`src/rtl/mc_datapath_pkg.sv`:
```
// Shared encodings for the multicycle datapath: FSM states, ALU and
// extend selectors, and the PC-aliased register index.
package mc_datapath_pkg;

    typedef enum logic [2:0] {
        S_FETCH,
        S_DECODE,
        S_EXEC,
        S_MEM,
        S_WB,
        S_ERROR
    } state_t;

    typedef enum logic [1:0] {
        ALU_ADD = 2'b00,
        ALU_SUB = 2'b01,
        ALU_AND = 2'b10,
        ALU_ORR = 2'b11
    } alu_op_t;

    typedef enum logic [1:0] {
        IMM_B8   = 2'b00,
        IMM_B12  = 2'b01,
        IMM_BR24 = 2'b10,
        IMM_ZERO = 2'b11
    } imm_src_t;

    localparam logic [3:0] R15 = 4'd15;

endpackage

```
`src/rtl/alu_p.sv`:
```
// Add/sub/and/orr ALU with NZCV flags; sub is a + ~b + 1 so C means
// no borrow.
module alu_p
    import mc_datapath_pkg::*;
#(
    parameter int WIDTH = 32
) (
    input  logic [WIDTH-1:0] a,
    input  logic [WIDTH-1:0] b,
    input  alu_op_t          op,
    output logic [WIDTH-1:0] y,
    output logic [3:0]       nzcv
);

    logic             sub;
    logic [WIDTH-1:0] bx;
    logic [WIDTH:0]   sum;
    logic             c;
    logic             v;

    always_comb begin
        sub = (op == ALU_SUB);
        bx  = sub ? ~b : b;
        sum = {1'b0, a} + {1'b0, bx} + {{WIDTH{1'b0}}, sub};
        y   = '0;
        c   = 1'b0;
        v   = 1'b0;
        unique case (op)
            ALU_ADD, ALU_SUB: begin
                y = sum[WIDTH-1:0];
                c = sum[WIDTH];
                v = (a[WIDTH-1] == bx[WIDTH-1]) &&
                    (sum[WIDTH-1] != a[WIDTH-1]);
            end
            ALU_AND: y = a & b;
            ALU_ORR: y = a | b;
        endcase
        nzcv = {y[WIDTH-1], y == '0, c, v};
    end

endmodule

```
`src/rtl/mc_datapath.sv`:
```
// Multicycle ARM-subset datapath sharing one memory port between fetch
// and data, with a watchdog that parks the core in ERROR on a stall.
module mc_datapath
    import mc_datapath_pkg::*;
#(
    parameter int               WIDTH    = 32,
    parameter logic [WIDTH-1:0] RESET_PC = '0,
    parameter int               MAX_WAIT = 255
) (
    input  logic             clk,
    input  logic             reset,
    input  logic [1:0]       RegSrc,
    input  logic [1:0]       ImmSrc,
    input  logic             ALUSrc,
    input  logic [1:0]       ALUControl,
    input  logic             MemtoReg,
    input  logic             MemOp,
    input  logic             MemWrite,
    input  logic             RegWrite,
    input  logic             PCSrc,
    input  logic             FlagWrite,
    input  logic             CondEx,
    output logic [31:0]      Instr,
    output logic [3:0]       Flags,
    output logic [WIDTH-1:0] PC,
    output logic             mem_req,
    output logic             mem_we,
    output logic [WIDTH-1:0] mem_addr,
    output logic [WIDTH-1:0] mem_wdata,
    input  logic [WIDTH-1:0] mem_rdata,
    input  logic             mem_ready,
    output logic             retire,
    output logic             bus_err
);

    localparam int WW = $clog2(MAX_WAIT + 1);

    state_t           state;
    state_t           state_n;
    logic [WIDTH-1:0] rf [16];
    logic [WIDTH-1:0] a_q;
    logic [WIDTH-1:0] b_q;
    logic [WIDTH-1:0] ext_q;
    logic [WIDTH-1:0] alu_q;
    logic [WIDTH-1:0] data_q;
    logic [WW-1:0]    wait_cnt;

    logic [3:0]       ra1;
    logic [3:0]       ra2;
    logic [WIDTH-1:0] rd1;
    logic [WIDTH-1:0] rd2;
    logic [WIDTH-1:0] ext;
    logic [WIDTH-1:0] pc_plus4;
    logic [WIDTH-1:0] src_b;
    logic [WIDTH-1:0] result;
    logic [WIDTH-1:0] alu_y;
    logic [3:0]       alu_nzcv;
    logic             busy;
    logic             timeout;
    logic             rf_we;

    alu_p #(.WIDTH(WIDTH)) u_alu (
        .a    (a_q),
        .b    (src_b),
        .op   (alu_op_t'(ALUControl)),
        .y    (alu_y),
        .nzcv (alu_nzcv)
    );

    // R15 reads see the instruction address + 8; PC already holds +4 here.
    always_comb begin
        pc_plus4 = PC + WIDTH'(4);
        ra1      = RegSrc[0] ? R15 : Instr[19:16];
        ra2      = RegSrc[1] ? Instr[15:12] : Instr[3:0];
        rd1      = (ra1 == R15) ? pc_plus4 : rf[ra1];
        rd2      = (ra2 == R15) ? pc_plus4 : rf[ra2];
        unique case (imm_src_t'(ImmSrc))
            IMM_B8:   ext = WIDTH'(Instr[7:0]);
            IMM_B12:  ext = WIDTH'(Instr[11:0]);
            IMM_BR24: ext = WIDTH'(signed'({Instr[23:0], 2'b00}));
            IMM_ZERO: ext = '0;
        endcase
        src_b  = ALUSrc ? ext_q : b_q;
        result = MemtoReg ? data_q : alu_q;
    end

    // Reset gates the bus directly so a transfer drops in the same cycle.
    always_comb begin
        busy      = reset && ((state == S_FETCH) || (state == S_MEM));
        mem_req   = busy;
        mem_we    = reset && (state == S_MEM) && MemWrite;
        mem_addr  = (state == S_MEM) ? alu_q : PC;
        mem_wdata = b_q;
        retire    = (state == S_WB);
        timeout   = busy && !mem_ready &&
                    (wait_cnt == WW'(MAX_WAIT - 1));
        rf_we     = (state == S_WB) && CondEx && RegWrite &&
                    !PCSrc && (Instr[15:12] != R15);
    end

    always_comb begin
        state_n = state;
        unique case (state)
            S_FETCH: begin
                if (timeout)        state_n = S_ERROR;
                else if (mem_ready) state_n = S_DECODE;
            end
            S_DECODE: state_n = S_EXEC;
            S_EXEC:   state_n = (MemOp && CondEx) ? S_MEM : S_WB;
            S_MEM: begin
                if (timeout)        state_n = S_ERROR;
                else if (mem_ready) state_n = S_WB;
            end
            S_WB:     state_n = S_FETCH;
            S_ERROR:  state_n = S_ERROR;
            default:  state_n = S_FETCH;
        endcase
    end

    always_ff @(posedge clk or negedge reset) begin
        if (!reset) begin
            state    <= S_FETCH;
            PC       <= RESET_PC;
            Instr    <= '0;
            Flags    <= '0;
            a_q      <= '0;
            b_q      <= '0;
            ext_q    <= '0;
            alu_q    <= '0;
            data_q   <= '0;
            wait_cnt <= '0;
            bus_err  <= 1'b0;
        end else begin
            state <= state_n;
            unique case (state)
                S_FETCH: begin
                    if (mem_ready) begin
                        Instr <= 32'(mem_rdata);
                        PC    <= pc_plus4;
                    end
                end
                S_DECODE: begin
                    a_q   <= rd1;
                    b_q   <= rd2;
                    ext_q <= ext;
                end
                S_EXEC: begin
                    alu_q <= alu_y;
                    if (FlagWrite && CondEx) Flags <= alu_nzcv;
                end
                S_MEM: begin
                    if (mem_ready && !MemWrite) data_q <= mem_rdata;
                end
                S_WB: begin
                    if (CondEx && PCSrc) PC <= result;
                end
                default: ;
            endcase
            if (busy && !mem_ready) wait_cnt <= wait_cnt + WW'(1);
            else                    wait_cnt <= '0;
            if (timeout) bus_err <= 1'b1;
        end
    end

    always_ff @(posedge clk) begin
        if (rf_we) rf[Instr[15:12]] <= result;
    end

endmodule
```
`config.mk`:
```
export PLATFORM = sky130hd
export DESIGN_NAME = mc_datapath
export DESIGN_NICKNAME = d
export VERILOG_FILES = /design/src/rtl/mc_datapath_pkg.sv /design/src/rtl/alu_p.sv /design/src/rtl/mc_datapath.sv
export SDC_FILE = /design/constraint.sdc
export NUM_CORES = 2
export LEC_CHECK = 0
export BUFFER_PORTS_ARGS = -buffer_cell sky130_fd_sc_hd__buf_2
export CAP_MARGIN = 5
export CORE_MARGIN = 10
export CORE_UTILIZATION = 58
export CTS_BUF_LIST = sky130_fd_sc_hd__clkbuf_4 sky130_fd_sc_hd__clkbuf_8
export CTS_CLUSTER_DIAMETER = 150
export DETAILED_ROUTE_END_ITERATION = 12
export PLACE_DENSITY_LB_ADDON = 0.08
export SLEW_MARGIN = 20
export SYNTH_ARGS = -nofsm -noshare
export SYNTH_HDL_FRONTEND = slang
export SYNTH_SLANG_ARGS = --single-unit
```
`constraint.sdc`:
```
create_clock -name clk -period 3.98 [get_ports clk]
set_input_delay 0.199 -clock clk [delete_from_list [all_inputs] [get_ports clk]]
set_output_delay 0.199 -clock clk [all_outputs]
set_load 0.01 [all_outputs]
```
==> results by group <==
Logic synthesis
  – Yosys top cell area share: 39.98%
  – Post-Syn Area: 36,950 µm²
  – Netlist cell types: 81
  – Yosys reg bits: 726
  – Sequential area share after synthesis: 55.83%
  – Main synth FF type: edfxtp_1
  – Ys async rst share: 32.23%
  – Synth Instances: 2,971
  – Synth area leader: edfxtp_1
  – Largest cells by area after synthesis: edfxtp_1 (40%), dfrtp_1 (16%), mux4_2 (9.0%), mux2_2 (4.4%), nand2_1 (3.8%)
  – EDFF count, synth: 492
  – Syn Area/Cell: 12.44 µm²
  – Synth warn: 0

Detailed routing
  – Via/cell ratio: 6.816
  – Max layer used: met5
  – Post-detailed-route count of antenna-violating nets: 0
  – Routed wl met3: 16,270 µm
  – Routed wl met2: 61,300 µm
  – 1st-iter DRT viols: 3,964
  – Residual DRC: 0
  – Routed WL: 132,400 µm
  – Wire length on met1: 48,910 µm
  – DR WL/cell: 31.49 µm
  – Via count: 28,653
  – DRT Pass-1 Iters: 8

Finish
  – Share of layout cells above drive strength 1: 26.73%
  – Fin nets: 3,348
  – Most common cell after layout, fill and taps aside: edfxtp_1
  – Area growth syn-to-layout: 15.47%
  – Most frequent cells in the layout: edfxtp_1 (492), nand2_1 (375), o21ai_0 (234), dfrtp_1 (232), buf_2 (183)
  – Final Non-Filler Cells: 4,204

Floorplan
  – CORE AREA: 63,080 µm²
  – Starting Density: 58.58%
  – Row count: 92
  – Die area: 74,210 µm²
  – Die Wd: 272.4 µm
  – Die H: 272.4 µm
  – # IOs: 185

Placement
  – I/O Buffers: 184
  – Estimated wirelength of the detail-placed design: 89,990 µm
  – Setup slack at placement: -386.2 ps
  – Inst Count DP: 3,947
  – Placer Congestion: 1.003

STA
  – Final Hold Fails: 0
  – Worst-Margin Slew: 967.4 ps
  – Slew Viols, Final: 0
  – Final min period: 3812 ps
  – Clock skew: 47.16 ps
  – Final period utilization: 95.77%
  – Slew headroom: 35.51%
  – Timing-limited maximum frequency: 262.3 MHz
  – Endpoints failing setup: 0
  – Fin worst setup slack: 168.3 ps
  – Final setup TNS: 0 ps
  – Final hold slack: 46.10 ps

CTS
  – Maximum count of clock buffers along a single path: 3
  – H-tree depth reported by CTS: 3
  – Worst-path clk slew: 70 ps
  – Num CTS Buffers: 114
  – Clk_lat worst skew: 760 ps
  – Clk root buf: clkbuf_8
  – Clock Sinks: 726
  – CTS tree: built

Run status
  – Outcome: finished, final reports clean

Setup path
  – Crit path DAT: 4460 ps
  – CP Max Fanout: 3
  – Element type at the critical path end: flip-flop
  – CP Launch Point: ext_q[0]
  – CP Launch Type: flip-flop
  – CP Data Required Time: 4630 ps
  – Setup CP Type: flip-flop to flip-flop
  – Crit Reg-Reg Startpoint: ext_q[0]

Pwr
  – Power per standard cell area: 851.4 nW/µm²
  – Power Total: 36.33 mW
  – VDD IR max: 0.4468 mV
  – Lkg Pwr: 16.17 nW

Global routing
  – Vias in the first global route: 27,711
  – GR Overflow Total: 0
  – Pin count of the biggest net entering global routing: 94
  – First-pass GRT wire length: 190,900 µm
  – Global-route usage over all layers: 35.09%
  – Antenna violations before repair: 6

Worst hold path
  – Hold Path Class: input port to flip-flop
  – Worst hold path startpoint: FlagWrite

Job
  – Max cap viols: 0
[worst max-delay path, stage by stage (launching register included)]
cell and delay (ps):
dfrtp_1 410, mux2_2 320, nand2_1 100, nand2_1 70
fa_1 400, a21oi_1 200, o21ai_1 170, a211oi_2 230
buf_4 160, o21ai_0 110, mux2_2 320, nor4_2 360
nand4_1 270, a2111oi_2 340, nand4_1 150, nand2_1 110
[sequential cells by signal, indices dropped and copies added (netlist names)]
name       cells
state          3
mem_wdata     32
alu_q         32
wait_cnt       8
PC            32
Instr         32
rf           492
ext_q         26
a_q           32
bus_err        1
Flags          4
data_q        32
[power by group]
group / internal [mW] / switching, mW / total (mW)
Combinational: 6.74 / 11.2 / 17.9
Clock: 3.76 / 3.06 / 6.82
Sequential: 9.97 / 1.62 / 11.6
[final timing paths]
path                                   to  slack (ps)  depth (start not counted)
worst max-delay path             Flags[2]         170                         15
worst min-delay path             Flags[1]          50                          3
worst max register to register   Flags[2]         170                         15
worst min register to register    bus_err         460                          1
max in group asynchronous          a_q[6]        2240                          4
min in group asynchronous       alu_q[30]         490                          3
[logic make-up (layout without fill, tap and decap cells)]
| kind of cell | count (synthesis) | in the layout | share of synthesized area [%] |
|---|---|---|---|
| AOI/OAI and AO/OA | 734 | 734 | 12.81 |
| xor gates and xnor gates | 86 | 86 | 2.038 |
| adders and majority gates | 44 | 44 | 1.476 |
| buffers and inverters | 244 | 618 | 2.597 |
| DFF | 726 | 726 | 55.83 |
| muxes | 418 | 418 | 16.87 |
| other | 1 | 14 | 0.01015 |
| and+or+nand+nor | 718 | 718 | 8.367 |
[area by class of cell]
type | instances | area, µm²
diodes | 2 | 5.005
clock buffers | 163 | 1993
clock inverters | 49 | 464.2
fillers | 4634 | 20410
inverters | 18 | 67.56
multi-input cells | 2012 | 15680
flip-flops and latches | 726 | 20630
well taps | 846 | 1059
repair buffers | 388 | 2765
[cell usage after synthesis, drive strengths merged, types with 5 or more instances]
cell type and instances:
ha 38, a21oi 122, or3 9, nor3 41, a21o 25, a22oi 17, mux2 146, a221o 6
mux4 148, nor2b 14, nand2b 10, a311oi 32, a211oi 51, nor4 9, and3 6, nand4 16
o2111ai 5, a31oi 27, nand2 379, o221ai 62, and2 19, inv 17, a2111oi 7, maj3 5
a32o 6, o22ai 79, xnor2 54, nor2 164, dfrtp 234, nand3 28, a22o 5, edfxtp 492
o21ai 236, mux2i 124, o211ai 12, xor2 32, clkbuf 175, buf 51, o21a 9, or2 7
o31ai 8
[routing by layer]
metal	GRT usage (%)	up-vias
met1	46.65	14249
met4	15.28	8
li1	-	12053
met3	8.088	347
met5	0	-
met2	54.85	1996
[metrics by stage]
step | util [%] | cell area (µm²)
floorplan | - | 37010
global placement | 62.97 | 39720
detailed placement | 62.97 | 39720
CTS | 67.56 | 42620
global route | 67.64 | 42670
finish | 67.64 | 42670
[timing repair]
action | 4_1_cts | 5_1_grt
hold buffers | 42 | 0
gates resized for setup | 1 | 12
hold endpoints to repair | 153 | 0
setup endpoints to repair | 1 | 1
pin swaps | 1 | 2
buffers inserted | 1 | 0
(Power assumes the default switching activity.)
